--- config.mk ---
export PLATFORM = sky130hd
export DESIGN_NAME = acc_bcd_converter
export DESIGN_NICKNAME = d
export VERILOG_FILES = /design/src/rtl/acc_pkg.sv /design/src/rtl/bcd_digit_adj.sv /design/src/rtl/acc_bcd_converter.sv
export SDC_FILE = /design/constraint.sdc
export NUM_CORES = 1
export LEC_CHECK = 0
export ABC_AREA = 1
export BUFFER_PORTS_ARGS = -buffer_cell sky130_fd_sc_hd__buf_2
export CORE_MARGIN = 4
export CORE_UTILIZATION = 59
export CTS_BUF_LIST = sky130_fd_sc_hd__clkbuf_4 sky130_fd_sc_hd__clkbuf_8
export CTS_CLUSTER_SIZE = 30
export DETAILED_ROUTE_END_ITERATION = 16
export GPL_TIMING_DRIVEN = 0
export PLACE_DENSITY = 0.81
export SLEW_MARGIN = 20
export SYNTH_ARGS = -nofsm -noshare
export SYNTH_HDL_FRONTEND = slang
export SYNTH_SLANG_ARGS = --single-unit
--- constraint.sdc ---
create_clock -name clk_i -period 1.7 [get_ports clk_i]
set_input_delay 0.425 -clock clk_i [delete_from_list [all_inputs] [get_ports clk_i]]
set_output_delay 0.425 -clock clk_i [all_outputs]
set_load 0.1 [all_outputs]
--- src/rtl/acc_pkg.sv ---
// Shared types and default sizes for the accumulator datapath stages.
package acc_pkg;

    typedef enum logic [1:0] {
        IDLE,
        SHIFT,
        DONE
    } conv_state_e;

    localparam int ACC_W      = 8;
    localparam int BCD_DIGITS = 3;

    typedef logic [3:0] bcd_digit_t;

endpackage

--- src/rtl/bcd_digit_adj.sv ---
// One double-dabble correction cell: a digit of 5 or more gets +3 before the shift.
module bcd_digit_adj
    import acc_pkg::*;
(
    input  bcd_digit_t din,
    output bcd_digit_t dout
);

    assign dout = (din >= 4'd5) ? din + 4'd3 : din;

endmodule

--- src/rtl/acc_bcd_converter.sv ---
// Captures an accumulator sample and converts it to sign + packed BCD with a
// sequential shift-add-3 FSM; the result holds until the next conversion.
//
// state | meaning
// IDLE  | waiting for start_i; sample captured on the accepting edge
// SHIFT | one add-3/shift iteration per clock, W iterations
// DONE  | result registers just updated; done_o high for this one cycle
module acc_bcd_converter
    import acc_pkg::*;
#(
    parameter int W         = ACC_W,
    parameter int DIGITS    = BCD_DIGITS,
    parameter int SIGNED_IN = 1
) (
    input  logic                  clk_i,
    input  logic                  rst,
    input  logic                  start_i,
    input  logic [W-1:0]          data_i,
    input  logic                  cout_i,
    input  logic                  v_i,
    output logic                  busy_o,
    output logic                  done_o,
    output logic                  sign_o,
    output logic [4*DIGITS-1:0]   bcd_o,
    output logic                  carry_o,
    output logic                  ovf_o
);

    localparam int BCD_W = 4 * DIGITS;
    localparam int CNT_W = $clog2(W + 1);

    conv_state_e      state_q;
    conv_state_e      state_d;
    logic [CNT_W-1:0] cnt_q;
    logic [W-1:0]     mag_q;
    logic [W-1:0]     mag_next;
    logic [BCD_W-1:0] dig_q;
    logic [BCD_W-1:0] dig_adj;
    logic [BCD_W-1:0] dig_next;
    logic             sign_cap;
    logic             carry_cap;
    logic             ovf_cap;
    logic             neg_in;
    logic             last_iter;

    // -0x80 wraps back to 0x80, which read unsigned is the correct magnitude 128
    assign neg_in    = (SIGNED_IN != 0) && data_i[W-1];
    assign last_iter = (cnt_q == CNT_W'(W - 1));

    for (genvar g = 0; g < DIGITS; g++) begin : g_adj
        bcd_digit_adj u_adj (
            .din  (dig_q[4*g +: 4]),
            .dout (dig_adj[4*g +: 4])
        );
    end

    assign {dig_next, mag_next} = {dig_adj, mag_q} << 1;

    always_comb begin
        state_d = state_q;
        case (state_q)
            IDLE:    if (start_i) state_d = SHIFT;
            SHIFT:   if (last_iter) state_d = DONE;
            DONE:    state_d = IDLE;
            default: state_d = IDLE;
        endcase
    end

    always_ff @(posedge clk_i or posedge rst) begin
        if (rst) begin
            state_q   <= IDLE;
            cnt_q     <= '0;
            mag_q     <= '0;
            dig_q     <= '0;
            sign_cap  <= 1'b0;
            carry_cap <= 1'b0;
            ovf_cap   <= 1'b0;
            sign_o    <= 1'b0;
            bcd_o     <= '0;
            carry_o   <= 1'b0;
            ovf_o     <= 1'b0;
        end else begin
            state_q <= state_d;
            case (state_q)
                IDLE: begin
                    if (start_i) begin
                        carry_cap <= cout_i;
                        ovf_cap   <= v_i;
                        sign_cap  <= neg_in;
                        mag_q     <= neg_in ? -data_i : data_i;
                        dig_q     <= '0;
                        cnt_q     <= '0;
                    end
                end
                SHIFT: begin
                    mag_q <= mag_next;
                    dig_q <= dig_next;
                    cnt_q <= cnt_q + CNT_W'(1);
                    // publish on the final iteration so results land with the DONE entry
                    if (last_iter) begin
                        bcd_o   <= dig_next;
                        sign_o  <= sign_cap;
                        carry_o <= carry_cap;
                        ovf_o   <= ovf_cap;
                    end
                end
                default: ;
            endcase
        end
    end

    assign busy_o = (state_q != IDLE);
    assign done_o = (state_q == DONE);

endmodule

==> key figures, run 1 <==
Layout
  – Fraction of layout cells with a size suffix above 1: 17.7%
  – Most common cell after layout, fill and taps aside: nand2_1
  – Commonest non-fill, non-tap cells in the layout: nand2_1 (78), dfrtp_1 (43), inv_1 (31)
  – Number of fill cells in the layout: 292
  – Multi-input logic area: 952 µm²
  – Ant diodes: 0
  – Layout Nets: 326
  – Final core occ: 70.4%
  – FF+latch area: 1100 µm²
  – Area grow syn2layout: 15.3%

Clock tree
  – Skew-Pair Late Insertion Delay: 300 ps
  – TritonCTS buffer count: 5
  – Sink Count: 44
  – H-tree depth: 2
  – Clock slew at reported path FFs: 80 ps
  – Setup Fix Bufs, Post-CTS: 0
  – CTS Buffer Depth: 2
  – TritonCTS clock tree: yes
  – Root buf cell: clkbuf_8

Floorplanning
  – Starting Density: 61.0%
  – Die Width: 69.5 µm
  – Die Y: 69.5 µm
  – # rows: 22
  – Core area: 3660 µm²
  – # IOs: 30
  – Die area: 4840 µm²

Worst setup path
  – CP Launch Type: flop
  – Max Fanout on Critical Path: 4
  – Crit path DAT: 1170 ps
  – CP required: 1270 ps
  – R2R depth: 7
  – CP Capture Type: output port
  – WS Path Type: reg2out

Synthesis
  – Yosys cell types: 26
  – Area leader, netlist: dfrtp_1
  – Yosys reg bits: 44
  – Synth Net Count: 289
  – Sequential fraction of the synthesis area: 49.3%
  – Avg Cell Area, Syn: 8.34 µm²
  – Yosys warns: 0
  – Post-Synthesis Cells: 268
  – Ranking of synthesized cells by area: dfrtp_1 (49%), nand2_1 (13%), nand3_1 (6.3%)
  – Mapped Area: 2230 µm²
  – Synth top area share: 49.3%

Outcome
  – Status: completed

Detailed routing
  – Routed WL: 4370 µm
  – Vias: 1853
  – First-iteration detailed-routing DRC count: 155
  – Drt wl/cell: 12.4 µm
  – Drt via density: 5.25
  – First drt pass iteration count: 4
  – Final ANT Viol Nets: 0
  – Remaining routing DRC violations: 0

STA
  – Crit path setup slack, layout: 102 ps
  – Clock skew: 7.14 ps
  – Final setup viols: 0
  – RSZ-0062 raised after global routing: false
  – Fin Setup TNS: 0 ps
  – Final hold vios: 0
  – Slew margin rel.: 67.5%
  – Period utilisation layout: 94.0%
  – Fmax: 626 MHz
  – Max-slew violations: 0
  – Final min period: 1600 ps
  – Slew @ Worst Pin: 491 ps

Global route
  – Largest net degree at the start of global routing: 34
  – Initial antenna violation count: 0
  – First-pass GRT wire length: 7800 µm
  – Vias in the first global route: 1780
  – Gr usage total: 20.1%
  – GRT Residual Overflow: 0

Run
  – Max_cap viols: 0

Hold path
  – Min-delay worst type: in2async

Place
  – Port buffer count: 29
  – Detail Placement HPWL: 3140 µm
  – Worst slack at placement: 152 ps
  – Placer Congestion: 0.862
## flip-flops by register name, indices dropped and copies added (netlist names)
register,count
cnt_q,4
ovf_o,1
bcd_o,12
dig_q,12
state_q,2
sign_cap,1
sign_o,1
mag_q,8
carry_o,1
carry_cap,1
ovf_cap,1
## through the flow
stage | cell area, µm² | hold WS, ps | std cells
after global placement | 2450 | 457 | 345
after floorplan | 2240 | 449 | 268
after global routing | 2580 | 68.5 | 353
final | 2580 | 62.1 | 353
after CTS | 2580 | 59.9 | 353
after detailed placement | 2470 | 379 | 346
## logic make-up (layout without fill, tap and decap cells)
| family | Yosys count | count (layout) | share of synthesized area [%] |
|---|---|---|---|
| adder cells (fa/ha/maj) | 8 | 8 | 4.48 |
| buffers and inverters | 42 | 79 | 8.45 |
| XOR/XNOR | 3 | 3 | 1.18 |
| flip-flops | 44 | 44 | 49.3 |
| AND/OR/NAND/NOR | 128 | 128 | 26.0 |
| AO/OA/AOI/OAI | 43 | 43 | 10.6 |
## area by class of cell
class | count | share of cell area (%)
inverter | 37 | 5.68
clock buffer | 7 | 3.74
tap | 48 | 2.33
sequential | 44 | 42.8
buffer | 5 | 1.65
timing repair buffer | 30 | 6.89
multi-input combinational | 182 | 36.9
## routing by layer
metal / vias to the layer above / track usage, % / routed length [µm]
li1: 939 / - / -
met1: 859 / 25.1 / 1980
met2: 51 / 33.4 / 2130
met3: 4 / 4.78 / 212
met4: 0 / 8.24 / 44
met5: - / 0 / 0
## critical path, cell delays in order (launching register included)
cell	delay, ps
dfrtp_2	460
inv_2	140
nand2_1	90
buf_6	190
## synthesized netlist by cell type, drive strengths merged
cell	instances
clkbuf	1
or2	2
o22ai	3
buf	4
a22oi	3
nand3	29
xor2	3
ha	8
nor2	15
o221ai	1
a22o	1
nand2	79
inv	37
a21oi	9
dfrtp	44
o211ai	1
o21ai	25
nand4	3
## repair_timing
action | in CTS | in global routing
endpoints found under the hold margin | 0 | 0
gates resized for setup | 5 | 1
endpoints found under the setup margin | 2 | 2
hold buffers | 0 | 0
## final timing paths
| check | from | end | slack, ps |
|---|---|---|---|
| hold / removal | rst | ovf_o | 60 |
| setup reg to reg | cnt_q[0] | bcd_o[9] | 270 |
| hold reg to reg | bcd_o[4] | bcd_o[4] | 470 |
| min in group clk_i | v_i | ovf_cap | 340 |
| setup / recovery | state_q[1] | busy_o | 100 |
| max in group asynchronous | rst | state_q[1] | 1190 |
Power of run 1 is not shown: default switching activity piles up to over one toggle a cycle in this logic, so the estimate is an artifact.
==> run 2, diff against run 1 <==
- CORE_UTILIZATION: 59 -> 35
- CTS_BUF_LIST: sky130_fd_sc_hd__clkbuf_4 sky130_fd_sc_hd__clkbuf_8 -> sky130_fd_sc_hd__clkbuf_8 sky130_fd_sc_hd__clkbuf_16
- PLACE_DENSITY: 0.81 -> not set
- REMOVE_ABC_BUFFERS: not set -> 1
==> key figures, run 2 (synthesis results as in run 1) <==
STA
  – Final setup viols: 0 (unchanged)
  – Period utilisation layout: 93.4% (-0.59 points)
  – Slew @ Worst Pin: 490 ps (-1.15 ps)
  – Final hold vios: 0 (unchanged)
  – Hold WS: 56.0 ps (-6.06 ps)
  – Clock skew: 5.17 ps (-1.97 ps)
  – Final min period: 1590 ps (-9.99 ps)
  – Slew margin rel.: 67.6% (+0.076 points)
  – RSZ-0062 raised after global routing: false
  – Fmax: 630 MHz (+0.63%)
  – Max-slew violations: 0 (unchanged)

Clock tree
  – Sink Count: 44 (unchanged)
  – Skew-Pair Late Insertion Delay: 290 ps (about the same)
  – TritonCTS buffer count: 5 (unchanged)
  – CTS Buffer Depth: 2 (unchanged)
  – H-tree depth: 2 (unchanged)
  – TritonCTS clock tree: yes
  – Root buf cell: clkbuf_8
  – Hold-fix buffers, CTS: 0 (unchanged)
  – Clock slew at reported path FFs: 80 ps (about the same)

Place
  – Placed Cells: 368 (+6.4%)
  – Port buffer count: 29 (unchanged)
  – Detail Placement HPWL: 3270 µm (+4.1%)
  – Placer Congestion: 0.819 (-5.0%)
  – Dpl cell area: 2450 µm² (-0.66%)

Worst setup path
  – Buf/Inv on CP: 2 (unchanged)
  – CP Capture Type: output port
  – Reg-to-reg critical path endpoint: bcd_o[3]
  – R2R depth: 5 (-2)
  – Crit-path cells: inv_2 > nor2_1 > buf_6
  – CP Launch Type: flop
  – Crit path launch: state_q[1]
  – Cell family with most CP delay: flip-flops
  – CP required: 1270 ps (about the same)
  – WS Path Type: reg2out
  – Reg2Reg Launch Point: cnt_q[0]
  – Critical-path top delay cell: dfrtp_2
  – CP max stage delay: 430 ps (-30 ps)
  – Max Fanout on Critical Path: 4 (unchanged)
  – Crit path DAT: 1160 ps (about the same)
  – Flop2flop setup slack: 170 ps (-100 ps)

Floorplanning
  – Die Width: 87.9 µm (+26%)
  – Die area: 7730 µm² (+60%)
  – Core area: 6060 µm² (+66%)
  – Starting Density: 36.9% (-24 points)
  – # IOs: 30 (unchanged)
  – # rows: 28 (+27%)
  – Die Y: 87.9 µm (+26%)

Global route
  – Vias in the first global route: 1754 (-1.5%)
  – Gr usage total: 12.9% (-7.2 points)
  – GRT Residual Overflow: 0 (unchanged)
  – First-pass GRT wire length: 7850 µm (+0.63%)
  – Initial antenna violation count: 0 (unchanged)
  – Largest net degree at the start of global routing: 34 (unchanged)

Detailed routing
  – First-iteration detailed-routing DRC count: 51 (-67%)
  – Vias: 1793 (-3.2%)
  – Remaining routing DRC violations: 0 (unchanged)
  – Drt wl/cell: 11.6 µm (-6.5%)
  – Final ANT Viol Nets: 0 (unchanged)
  – First drt pass iteration count: 4 (unchanged)
  – Drt via density: 4.73 (-9.9%)
  – Routed WL: 4380 µm (+0.39%)

Run
  – Max_cap viols: 0 (unchanged)

Layout
  – Area grow syn2layout: 15.5%
  – Fraction of layout cells with a size suffix above 1: 17.4% (-0.27 points)
  – Most common cell after layout, fill and taps aside: nand2_1
  – Commonest non-fill, non-tap cells in the layout: nand2_1 (78), dfrtp_1 (43), inv_1 (31)
  – Number of fill cells in the layout: 643 (+120%)
  – Top flop regs: bcd_o x12, dig_q x12, mag_q x8
  – Final core occ: 42.6% (-28 points)
  – Fin cells: 379 (+7.4%)
  – Cell area after layout: 2580 µm² (+0.15%)
  – Layout Nets: 324 (-0.61%)
  – Ant diodes: 0 (unchanged)

Outcome
  – Status: completed

Hold path
  – Min-delay worst type: in2async
## run 2: changes by cell type in the layout (fill, tap and decap cells not counted)
cell and change:
buf_2 -1, buf_4 +4, buf_6 -4, clkbuf_1 -1, clkbuf_8 -1, clkinvlp_4 +2, nor2_1 +1, nor2_4 -1
## run 2: what timing repair did
item                       in CTS  in global routing
pin swaps                       0                  1
hold endpoints to repair        0                  0
setup endpoints to repair       2                  3
setup buffers                   0                  3
gates cloned                    0                  0
gates resized for setup         4                  1
## run 2: area by class of cell
class                           count  area [µm²]  share of cell area (%)
Tap cell                           75        93.8                    3.64
Sequential cell                    44        1100                    42.7
Timing Repair Buffer               33         196                    7.61
Inverter                           37         146                    5.67
Multi-Input combinational cell    182         945                    36.6
Clock buffer                        6        82.6                    3.20
Clock inverter                      2        15.0                   0.582
## run 2: through the flow
stage | worst slack (ps) | setup TNS, ps
floorplan | -541 | -541
global placement | -372 | -16260
detailed placement | 120 | 0
CTS | 29.7 | 0
global route | 39.8 | 0
finish | 112 | 0
## run 2: worst register-to-register path, cell delays in order, from the launching register on
cell and delay [ps]:
dfrtp_1 400, ha_1 210, nand3_1 210, nor2_8 290, inv_4 140, o21ai_0 200
## run 2: worst max path at each step
stage	endpoint	slack, ps	cells past startpoint
after detailed placement	mag_q[6]	120	6
after global routing	bcd_o[3]	40	5
after floorplan	done_o	-540	2
after global placement	carry_cap	-370	2
after CTS	done_o	30	3
final	done_o	110	3
## run 2: metal layers
metal | global-route usage (%) | vias to the layer above | wire (µm)
li1 | - | 933 | -
met2 | 21.6 | 38 | 2010
met1 | 16.4 | 814 | 2130
met4 | 3.49 | 0 | 50
met3 | 3.39 | 8 | 192
met5 | 0 | - | 0
Power of run 2 is left out for the same reason.
